**config.mk**
```make
export PLATFORM = sky130hd
export DESIGN_NAME = bm_dag_sched
export DESIGN_NICKNAME = d
export VERILOG_FILES = /design/src/rtl/bm_dag_sched_pkg.sv /design/src/rtl/bm_dag_rr_arb.sv /design/src/rtl/bm_dag_sched.sv
export SDC_FILE = /design/constraint.sdc
export NUM_CORES = 1
export LEC_CHECK = 0
export ABC_AREA = 1
export ABC_CLOCK_PERIOD_IN_PS = 3300
export CORE_MARGIN = 2
export CORE_UTILIZATION = 40
export CTS_BUF_LIST = sky130_fd_sc_hd__clkbuf_8
export CTS_CLUSTER_SIZE = 10
export DETAILED_ROUTE_END_ITERATION = 8
export GPL_TIMING_DRIVEN = 1
export PLACE_DENSITY = 0.69
export SYNTH_ARGS = -nofsm -noshare
export SYNTH_HDL_FRONTEND = slang
export SYNTH_SLANG_ARGS = --single-unit
```
**constraint.sdc**
```tcl
create_clock -name clock -period 3.3 [get_ports clock]
set_input_delay 0.66 -clock clock [delete_from_list [all_inputs] [get_ports clock]]
set_output_delay 0.66 -clock clock [all_outputs]
set_load 0.03 [all_outputs]
```
**src/rtl/bm_dag_sched_pkg.sv**
```systemverilog
// Shared constants for the round-robin add scheduler and its arbiter.
package bm_dag_sched_pkg;

  localparam int unsigned BITS_DEF = 2;
  localparam int unsigned NREQ_DEF = 4;
  localparam int unsigned ID_W     = $clog2(NREQ_DEF);
  localparam int unsigned CNT_W    = 8;

endpackage

```
**src/rtl/bm_dag_rr_arb.sv**
```systemverilog
// Round-robin arbiter: grants the first asserted request at or after ptr.
module bm_dag_rr_arb
  import bm_dag_sched_pkg::*;
#(
  parameter int unsigned NREQ = NREQ_DEF
) (
  input  logic                     clock,
  input  logic                     reset_n,
  input  logic                     en,
  input  logic [NREQ-1:0]          req,
  output logic [NREQ-1:0]          grant_c,
  output logic [$clog2(NREQ)-1:0]  grant_idx_c,
  output logic                     accept_c
);

  localparam int unsigned IDW = $clog2(NREQ);

  logic [IDW-1:0] ptr_q, ptr_d;
  logic [IDW-1:0] cand;

  // NREQ is a power of two, so the index sum wraps modulo NREQ on its own.
  always_comb begin
    grant_c     = '0;
    grant_idx_c = '0;
    accept_c    = 1'b0;
    cand        = '0;
    for (int unsigned k = 0; k < NREQ; k++) begin
      cand = ptr_q + IDW'(k);
      if (!accept_c && en && reset_n && req[cand]) begin
        accept_c    = 1'b1;
        grant_idx_c = cand;
      end
    end
    if (accept_c) grant_c[grant_idx_c] = 1'b1;
    ptr_d = accept_c ? grant_idx_c + IDW'(1) : ptr_q;
  end

  always_ff @(posedge clock or negedge reset_n) begin
    if (!reset_n) ptr_q <= '0;
    else          ptr_q <= ptr_d;
  end

endmodule

```
**src/rtl/bm_dag_sched.sv**
```systemverilog
// Two-stage carry-save adder pipeline fed by a round-robin arbiter.
module bm_dag_sched
  import bm_dag_sched_pkg::*;
#(
  parameter int unsigned BITS = BITS_DEF,
  parameter int unsigned NREQ = NREQ_DEF
) (
  input  logic                     clock,
  input  logic                     reset_n,
  input  logic [NREQ-1:0]          req,
  input  logic [NREQ*BITS-1:0]     a_flat,
  input  logic [NREQ*BITS-1:0]     b_flat,
  output logic [NREQ-1:0]          grant,
  output logic                     out_valid,
  output logic [BITS-1:0]          out_data,
  output logic [$clog2(NREQ)-1:0]  out_id,
  input  logic                     out_ready,
  output logic                     busy,
  output logic [CNT_W-1:0]         done_cnt
);

  localparam int unsigned IDW = $clog2(NREQ);

  logic            adv_c, acc_c;
  logic [IDW-1:0]  gidx_c;
  logic [BITS-1:0] op_a_c, op_b_c;

  logic            s1_v_q, s1_v_d;
  logic [IDW-1:0]  s1_id_q, s1_id_d;
  logic [BITS-1:0] s1_x_q, s1_x_d, s1_c_q, s1_c_d;
  logic            out_valid_q, out_valid_d;
  logic [IDW-1:0]  out_id_q, out_id_d;
  logic [BITS-1:0] out_data_q, out_data_d;
  logic [CNT_W-1:0] done_cnt_q, done_cnt_d;
  logic            busy_q, busy_d;

  assign adv_c = !out_valid_q || out_ready;

  bm_dag_rr_arb #(.NREQ(NREQ)) u_arb (
    .clock       (clock),
    .reset_n     (reset_n),
    .en          (adv_c),
    .req         (req),
    .grant_c     (grant),
    .grant_idx_c (gidx_c),
    .accept_c    (acc_c)
  );

  assign op_a_c = a_flat[gidx_c*BITS +: BITS];
  assign op_b_c = b_flat[gidx_c*BITS +: BITS];

  // Stage 1 keeps sum/carry split; stage 2 resolves the carry.
  always_comb begin
    s1_v_d      = s1_v_q;
    s1_id_d     = s1_id_q;
    s1_x_d      = s1_x_q;
    s1_c_d      = s1_c_q;
    out_valid_d = out_valid_q;
    out_id_d    = out_id_q;
    out_data_d  = out_data_q;
    done_cnt_d  = done_cnt_q;
    if (adv_c) begin
      s1_v_d      = acc_c;
      out_valid_d = s1_v_q;
      out_id_d    = s1_id_q;
      out_data_d  = s1_x_q + (s1_c_q << 1);
    end
    if (acc_c) begin
      s1_id_d = gidx_c;
      s1_x_d  = op_a_c ^ op_b_c;
      s1_c_d  = op_a_c & op_b_c;
    end
    if (out_valid_q && out_ready) done_cnt_d = done_cnt_q + CNT_W'(1);
    busy_d = s1_v_d | out_valid_d;
  end

  always_ff @(posedge clock or negedge reset_n) begin
    if (!reset_n) begin
      s1_v_q      <= 1'b0;
      s1_id_q     <= '0;
      s1_x_q      <= '0;
      s1_c_q      <= '0;
      out_valid_q <= 1'b0;
      out_id_q    <= '0;
      out_data_q  <= '0;
      done_cnt_q  <= '0;
      busy_q      <= 1'b0;
    end else begin
      s1_v_q      <= s1_v_d;
      s1_id_q     <= s1_id_d;
      s1_x_q      <= s1_x_d;
      s1_c_q      <= s1_c_d;
      out_valid_q <= out_valid_d;
      out_id_q    <= out_id_d;
      out_data_q  <= out_data_d;
      done_cnt_q  <= done_cnt_d;
      busy_q      <= busy_d;
    end
  end

  assign out_valid = out_valid_q;
  assign out_data  = out_data_q;
  assign out_id    = out_id_q;
  assign done_cnt  = done_cnt_q;
  assign busy      = busy_q;

endmodule
```
## Word level (Yosys, flattened, before mapping)

Index checks and enable logic that the tools add are counted.

- Add/sub/neg operators: 6
- Order comparisons: 6
- Shift-type cells: 2
- Muxes and demuxes: 21
- Bitwise operators: 3
- Reduce and logical (&&, ||, !) cells: 18

Operators by type and width:

| kind | number |
|---|---|
| $shiftx 8x4->2 | 2 |
| $lt 2x3->1 const B | 5 |
| $logic_and 1x1->1 | 13 |
| $mux 1 | 11 |
| $add 8x1->8 const B | 1 |
| $bmux 1 s2 | 4 |
| $mux 2 | 4 |
| $add 2x1->2 const B | 2 |
| $add 2x2->2 const B | 2 |
| $logic_not 1->1 | 4 |
| $mux 4 | 1 |
| $add 2x2->2 | 1 |
| $demux 1 s2 | 1 |
| $ge 2x1->1 const B | 1 |
| $xor 2x2->2 | 1 |
| $and 1x1->1 | 1 |
| $logic_or 1x1->1 | 1 |
| $or 1x1->1 | 1 |

- Flip-flop bits (word level): 22
- Output and inout port bits: 18
- Logic and storage cells: 66

## Logic depth before layout (Yosys ltp)

Gate-level depths: netlist (run 1).

- Depth after elaboration: 25
- Depth in mapped cells: 19
- Mapped depth without buffers: 19

## Modules after synthesis

From an unflattened synthesis (run 1), not the netlist that was laid out.

- Cells, all modules: 217
- Area total of the unflattened synthesis: 1541.5 um2

Modules (own cells, without submodules):

| module | times used | cells each | area each (um2) | sequential area each (um2) |
|---|---|---|---|---|
| bm_dag_sched | 1 | 127 | 1043.5 | 500.5 |
| bm_dag_rr_arb | 1 | 90 | 498.0 | 50.0 |

## Worst setup path after synthesis (run 1)

Ideal clock, no wire load.

- Kind: input -> output
- Start point: input port out_ready
- End point: output port grant[0]
- Arrival: 2.126 ns
- Required time: 2.640 ns
- Setup slack: 0.514 ns
- Cell stages on the path: 13
- Buffers on the path: 0
- Cell sequence: inv_2 nand2_2 nand2_1 clkinv_1 nand2_1 nor2_2 nor2_1 nand2_4 nand2_8 inv_2 nor2_1 inv_1 nor2_1

- Cells in the longest elaborated chain, start to end: 24
- Elaborated cells on any way between the ends: 29

RTL lines:

| what | RTL line | RTL |
|---|---|---|
| start: declaration | bm_dag_sched.sv:17 | `input logic out_ready,` |
| $logic_or 1x1->1 * | bm_dag_sched.sv:37 | `assign adv_c = !out_valid_q \|\| out_ready;` |
| $logic_and 1x1->1 (2 in a row) | bm_dag_rr_arb.sv:29 | `if (!accept_c && en && reset_n && req[cand]) begin` |
| $mux 1 | bm_dag_rr_arb.sv:29 |  |
| $logic_not 1->1 | bm_dag_rr_arb.sv:29 |  |
| $logic_and 1x1->1 (3 in a row) | bm_dag_rr_arb.sv:29 |  |
| $mux 1 | bm_dag_rr_arb.sv:29 |  |
| $logic_not 1->1 | bm_dag_rr_arb.sv:29 |  |
| $logic_and 1x1->1 (3 in a row) | bm_dag_rr_arb.sv:29 |  |
| $mux 1 | bm_dag_rr_arb.sv:29 |  |
| $logic_not 1->1 | bm_dag_rr_arb.sv:29 |  |
| $logic_and 1x1->1 (3 in a row) | bm_dag_rr_arb.sv:29 |  |
| $mux 2 | bm_dag_rr_arb.sv:29 |  |
| $lt 2x3->1 (not written as such) / $ge 2x1->1 (equally long branches) | bm_dag_rr_arb.sv:34 | `if (accept_c) grant_c[grant_idx_c] = 1'b1;` |
| $logic_and 1x1->1 (not written as such) | bm_dag_rr_arb.sv:34 |  |
| $mux 1 (not written as such) | bm_dag_rr_arb.sv:34 |  |
| $demux 1 s2 | - |  |
| $mux 4 * | bm_dag_rr_arb.sv:34 |  |
| end: declaration | bm_dag_sched.sv:13 | `output logic [NREQ-1:0] grant,` |

Mark *: on every way between the ends. The rest lies on a longest branch, timed or not.

## Worst setup path after layout (run 1)

- Start point: input port out_ready
- End point: output port grant[2]

Same word-level chain as after synthesis.

==> flow_summary_export.csv, run 1 <==
group,metric,value,unit
die,die_x,64.3,um
sta,post-route-period-util,94.0,%
die,dieArea,0.00413,mm^2
clocking,clock_sinks,22,
placed_design,gp_congestion,0.876,
synth,ys_async_sr_fraction,100,%
synth,ys_seq_area_share,37.9,%
drt,drtPass1Iterations,4,
synth,synth_top_cell_area_share,37.9,%
power,p_switching,1.11,mW
placed_design,dp_hpwl,2320,um
drt,num_vias,1362,
synth,synth_edf_count,0,
synth,syn_inst,195,
critical_path,cp-end-kind,"output port",
global_route,grt_max_degree,23,
critical_path,reg2reg_slack,0.75,ns
finish,fin_cells,290,
drt,wl_per_cell,10.1,um
critical_path,cp.required,2.64,ns
die,ios,41,
synth,yosysWarnings,0,
finish,nets,270,
critical_path,timing.rr.end,"s1_x_q[0]",
clocking,clk_transition_reported_paths,0.07,ns
min_path,min_from,"done_cnt[7]",
finish,diodes,0,
synth,syn_area,0.00145,mm^2
min_path,hold_end,"done_cnt[7]",
global_route,grt-ovfl-total,0,
global_route,grt.total_usage,16.0,%
drt,drt_iter0_drc,39,
clocking,insertion_delay,0.26,ns
sta,setup-violations-final,0,
clocking,h-tree-depth,1,
clocking,cts_inserted_buffers,3,
global_route,grt_pass1_wl,5320,um
global_route,antenna_found_initial,0,
drt,wl,2920,um
global_route,grt_pass1_vias,1284,
synth,synth_commonest_cells,"nand2_1 (66), dfrtp_1 (22), inv_1 (17), nand3_1 (17), nor2_1 (12)",
sta,slew_headroom,67.3,%
min_path,min_path_cells,1,
synth,synth_flop_cell,"dfrtp_1",
synth,post-synth-top-count-cell,"nand2_1",
die,placementRows,21,
drt,vias_per_cell,4.70,
synth,ys_types,24,
die,core_area,0.00342,mm^2
power,power_frac_comb,66.2,%
power,p_int,1.15,mW
critical_path,critical_path_peak_fanout,6,
power,power.leakage,1.01,nW
clocking,holdBufCountCts,0,
finish,drive_above_1_share,20.1,%
clocking,cts_tree,"built",
global_route,met2_usage,26.8,%
power,sequentialPowerShare,23.0,%
clocking,clockRootBuffer,"clkbuf_8",
global_route,busiest_layer,"met2",
global_route,use_met1,21.1,%
job,timing.max_cap.violations,0,
critical_path,path_class,"input pin to output port",
clocking,clk_path_buf_depth,2,
synth,ys_top_cells_by_area,"dfrtp_1 (38%), nand2_1 (17%), nand2_4 (6.2%), nand3_1 (5.9%), nand2_2 (4.7%)",
critical_path,crit_path_start_kind,"input pin",
sta,final.setup.tns,0,ns
sta,fin_skew,0.00267,ns
critical_path,r2r-start,"u_arb.ptr_q[0]",
sta,fmax,322,MHz
placed_design,place_inst,283,
finish,utilization,58.8,%
global_route,grt_util_met3,2.82,%
power,p_sw_share,49.1,%
sta,finalMaxSlewViolations,0,
placed_design,port_buffers,40,
die,initial_core_util,42.6,%
sta,worst_pin_slew,0.491,ns
finish,syn_to_final_growth,38.2,%
sta,layout_min_cycle_time,3.10,ns
synth,synthesis.nets,220,
power,vdd_drop_max,0.000905,V
power,p_per_area,1120,mW/mm^2
power,pwr-share-clk,10.8,%
critical_path,critPathArrivalTime,2.44,ns
drt,route.detailed.drc,0,
status,status,"finished, final reports clean",
synth,yosys.area.top_type,"dfrtp_1",
sta,hold_viol,0,
die,die_h,64.3,um
synth,ys_seq_elements,22,
synth,synth_area_per_cell,7.46,um^2
critical_path,rr_worst_depth,15,
min_path,holdCritPathClass,"register to register",
drt,ant_nets,0,
## layout make-up
type | count | area, um^2
sequential | 22 | 551
clock inverter | 1 | 30.0
timing repair buffer | 46 | 435
multi-input combinational | 148 | 805
clock buffer | 3 | 41.3
tap | 46 | 57.6
fill | 326 | 1410
inverter | 24 | 90.1
## registers in the layout (all words and copies together) (netlist names)
register,flops
busy,1
done_cnt,8
out_data,2
out_id,2
out_valid,1
s1_c_q,1
s1_id_q,2
s1_v_q,1
s1_x_q,2
u_arb.ptr_q,2
## timing repair
| item | CTS | global route |
|---|---|---|
| buffers inserted | 0 | 3 |
| gates resized for setup | 0 | 2 |
| setup endpoints to repair | 0 | 1 |
| hold endpoints to repair | 0 | 0 |
## layout by cell type (no fill, tap or decap)
master	synthesis	layout
xor2_1	2	2
inv_1	17	17
xnor2_1	6	6
nand3_1	17	17
o211ai_1	1	1
o21ai_2	1	1
nand2_8	1	1
nand3b_1	1	1
inv_2	6	7
buf_4	0	10
mux2_2	2	2
bufinv_16	0	1
nor2_1	12	11
nand2_1	66	66
dfrtp_1	22	22
ha_1	2	2
o21ai_0	5	5
clkbuf_8	0	3
o221ai_1	1	1
nor2_2	4	5
o21ai_1	2	2
nand2_2	11	11
a21oi_1	2	2
nand2_4	8	8
nand4_1	4	4
clkdlybuf4s50_1	0	36
## worst max-delay path: stages
cell	delay, ns
clkdlybuf4s50_1	0.50
inv_2	0.04
nand2_2	0.06
nand2_1	0.09
inv_2	0.12
o21ai_1	0.09
nor2_2	0.15
nand3_1	0.13
o21ai_2	0.24
nand2_1	0.10
inv_1	0.11
buf_4	0.17
## worst max path at each step
| stage | from | to | slack (ns) | cells past startpoint |
|---|---|---|---|---|
| after floorplan | out_ready | grant[0] | 0.51 | 13 |
| after global placement | out_ready | grant[0] | 0.14 | 15 |
| after detailed placement | out_ready | grant[0] | 0.15 | 15 |
| after CTS | out_ready | grant[0] | 0.13 | 15 |
| after global routing | out_ready | grant[2] | -0.01 | 12 |
| final | out_ready | grant[2] | 0.20 | 12 |
## kinds of logic (layout without fill, tap and decap cells)
group           count (synthesis)  after routing  share of synthesized area [%]
simple gates                  124            124                           42.3
buf+inv                        25             74                           6.97
flops                          22             22                           37.9
compound gates                 12             12                           4.82
xor+xnor                        8              8                           4.82
fa+ha+maj                       2              2                           1.72
mux                             2              2                           1.55
## power by group through the flow
stage          registers (mW)  clock network (mW)  logic (mW)
2_1_floorplan           0.635                   0       0.936
3_3_place_gp            0.520                   0        1.45
3_5_place_dp            0.525                   0        1.46
4_1_cts                 0.520               0.250        1.46
5_1_grt                 0.537               0.264        1.67
6_report                0.520               0.243        1.50
## metrics by stage
stage	instance area [um^2]	hold WS (ns)	setup slack, ns	power (mW)
2_1_floorplan	1450	0.364	0.514	1.57
3_3_place_gp	1910	0.448	0.144	1.97
3_5_place_dp	1910	0.464	0.153	1.98
4_1_cts	1980	0.478	0.133	2.23
5_1_grt	2010	0.500	-0.0112	2.47
6_report	2010	0.469	0.197	2.26
## per-layer routing
metal | wire length (um) | share of wire [%] | vias up
li1 | - | - | 706
met2 | 1350 | 46 | 50
met4 | 38 | 1.3 | 0
met3 | 158 | 5.4 | 4
met5 | 0 | 0 | -
met1 | 1380 | 47 | 602
No activity file was read; power rests on OpenSTA's default activity.
==> inputs of run 2 (changes only) <==
--- a/config.mk
+++ b/config.mk
@@ -6,7 +6,8 @@
 export NUM_CORES = 1
 export LEC_CHECK = 0
 export ABC_AREA = 1
-export ABC_CLOCK_PERIOD_IN_PS = 3300
+export ABC_CLOCK_PERIOD_IN_PS = 3100
+export CAP_MARGIN = 20
 export CORE_MARGIN = 2
 export CORE_UTILIZATION = 40
 export CTS_BUF_LIST = sky130_fd_sc_hd__clkbuf_8
==> constraint.sdc (replaced) <==
create_clock -name clock -period 3.1 [get_ports clock]
set_input_delay 0.62 -clock clock [delete_from_list [all_inputs] [get_ports clock]]
set_output_delay 0.62 -clock clock [all_outputs]
set_load 0.03 [all_outputs]
==> run 2 against run 1 <==
Compared with the run above:
- die area is the same
- worst hold slack improved by 0.00075 ns
- wire length grew 2.5%
- highest routed layer unchanged
==> flow_summary_export.csv, run 2 (synthesized netlist as in run 1, its figures left out) <==
group,metric,value,unit
sta,fmax,339,MHz
placed_design,port_buffers,40,
sta,hold_viol,0,
sta,layout_setup_ws,0.148,ns
global_route,grt.total_usage,15.9,%
clocking,clock_sinks,22,
drt,num_vias,1383,
sta,post-route-period-util,95.2,%
drt,drt_iter0_drc,71,
finish,largest_reg_flops,8,
power,p_switching,1.21,mW
critical_path,cp-end-kind,"output port",
critical_path,reg2reg_slack,0.54,ns
critical_path,crit_path_end,"grant[1]",
clocking,clockRootBuffer,"clkbuf_8",
die,die_h,64.3,um
global_route,grt_max_degree,23,
die,dieArea,0.00413,mm^2
critical_path,cp.required,2.48,ns
clocking,holdBufCountCts,0,
power,power_frac_comb,67.8,%
sta,fin_skew,0.00226,ns
drt,wl,2990,um
finish,nets,276,
sta,layout_min_cycle_time,2.95,ns
status,status,"finished, final reports clean",
power,vdd_drop_max,0.000963,V
clocking,clk_transition_reported_paths,0.08,ns
critical_path,rr_worst_depth,20,
critical_path,critical_path.max_stage_delay,0.50,ns
finish,drive_above_1_share,23.6,%
critical_path,critical_path_peak_fanout,5,
critical_path,crit_path_start_kind,"input pin",
placed_design,post-place-ws,0.0912,ns
power,p_per_area,1210,mW/mm^2
critical_path,cp_slowest_cell,"clkdlybuf4s50_1",
placed_design,gp_congestion,0.882,
drt,ant_nets,0,
power,sequentialPowerShare,21.6,%
critical_path,timing.rr.end,"s1_x_q[0]",
drt,route.detailed.drc,0,
global_route,grt_pass1_vias,1270,
die,initial_core_util,42.6,%
critical_path,critPathArrivalTime,2.33,ns
finish,layout_common_cells,"nand2_1 (64), clkdlybuf4s50_1 (35), dfrtp_1 (22)",
sta,finalMaxSlewViolations,0,
global_route,grt-ovfl-total,0,
power,p_sw_share,48.2,%
job,timing.max_cap.violations,0,
clocking,clk_path_buf_depth,2,
global_route,antenna_found_initial,0,
die,ios,41,
power,power.leakage,1.05,nW
power,p_int,1.30,mW
finish,stdcell_area,0.00207,mm^2
min_path,holdCritPathClass,"register to register",
critical_path,r2r-start,"u_arb.ptr_q[0]",
drt,wl_per_cell,10.1,um
drt,vias_per_cell,4.67,
clocking,insertion_delay,0.26,ns
critical_path,path_class,"input pin to output port",
finish,syn_to_final_growth,42.4,%
clocking,cts_inserted_buffers,3,
min_path,min_from,"done_cnt[7]",
clocking,h-tree-depth,1,
finish,layout_commonest_cell,"nand2_1",
die,core_area,0.00342,mm^2
die,placementRows,21,
placed_design,place_area,0.00196,mm^2
sta,finalHoldWorstSlack,0.470,ns
sta,slew_headroom,77.1,%
critical_path,worstPathCellList,"clkdlybuf4s50_1 > inv_1 > nand2_1 > nand2_1 > nand2_4 > nand2_4 > nand2_2 > nand2_2 > nand2_4 > nand2_4 > nand2_4 > nand2_8 > buf_4 > nor2_1 > buf_4",
sta,worst_pin_slew,0.343,ns
placed_design,dp_hpwl,2430,um
power,pwr-share-clk,10.6,%
critical_path,crit_start,"req[2]",
sta,setup-violations-final,0,
finish,diodes,0,
clocking,cts_tree,"built",
global_route,grt_pass1_wl,5240,um
sta,rsz0062_at_grt,"true",
critical_path,crit_top_cell,"nand2_4",
drt,drtPass1Iterations,5,
die,die_x,64.3,um
==> run 2: critical path: cells and delay by family <==
| kind | cells | cell delay, ns |
|---|---|---|
| simple gates | 11 | 0.83 |
| buf+inv | 4 | 0.88 |
==> run 2: power by group through the flow <==
stage / clock, mW / combinational, mW / sequential, mW
finish: 0.265 / 1.70 / 0.541
global route: 0.283 / 1.88 / 0.565
CTS: 0.273 / 1.64 / 0.540
detailed placement: 0 / 1.64 / 0.546
global placement: 0 / 1.63 / 0.543
floorplan: 0 / 0.996 / 0.676
==> run 2: through the flow <==
step / total power, mW / TNS (ns) / util, % / std cells
final: 2.50 / 0 / 60.6 / 296
after global routing: 2.73 / -0.0292 / 60.6 / 296
after CTS: 2.46 / 0 / 59.4 / 293
after detailed placement: 2.18 / 0 / 57.3 / 289
after global placement: 2.17 / 0 / 57.3 / 289
after floorplan: 1.67 / 0 / - / 195
==> run 2: worst min-delay path by stage <==
stage | to | slack, ns | cells after the start
6_report | done_cnt[7] | 0.47 | 1
4_1_cts | out_valid | 0.48 | 2
2_1_floorplan | busy | 0.32 | 0
3_3_place_gp | out_valid | 0.44 | 2
5_1_grt | out_valid | 0.49 | 2
3_5_place_dp | out_valid | 0.46 | 2
==> run 2: area by class of cell <==
cell class | count | area (um^2)
Clock inverter | 1 | 30.0
Multi-Input combinational cell | 148 | 815
Timing Repair Buffer | 52 | 487
Sequential cell | 22 | 551
Clock buffer | 3 | 41.3
Tap cell | 46 | 57.6
Fill cell | 324 | 1350
Inverter | 24 | 90.1
==> run 2: repair_timing <==
item,in CTS,in global routing
buffers inserted,0,3
resized for setup,0,9
endpoints found under the setup margin,0,3
==> run 2: routing by layer <==
layer / share of wire, % / global-route usage [%] / vias up
met4: 2.3 / 7.18 / 0
met3: 4.9 / 2.64 / 6
met1: 46 / 20.1 / 604
met2: 47 / 26.7 / 51
li1: - / - / 722
met5: 0 / 0 / -
==> inputs of run 3 (changes only) <==
--- a/config.mk
+++ b/config.mk
@@ -15,6 +15,7 @@
 export DETAILED_ROUTE_END_ITERATION = 8
 export GPL_TIMING_DRIVEN = 1
 export PLACE_DENSITY = 0.69
+export SLEW_MARGIN = 40
 export SYNTH_ARGS = -nofsm -noshare
 export SYNTH_HDL_FRONTEND = slang
 export SYNTH_SLANG_ARGS = --single-unit
==> results of run 3 <==
Final layout, timing and power as in run 2 (identical DEF).
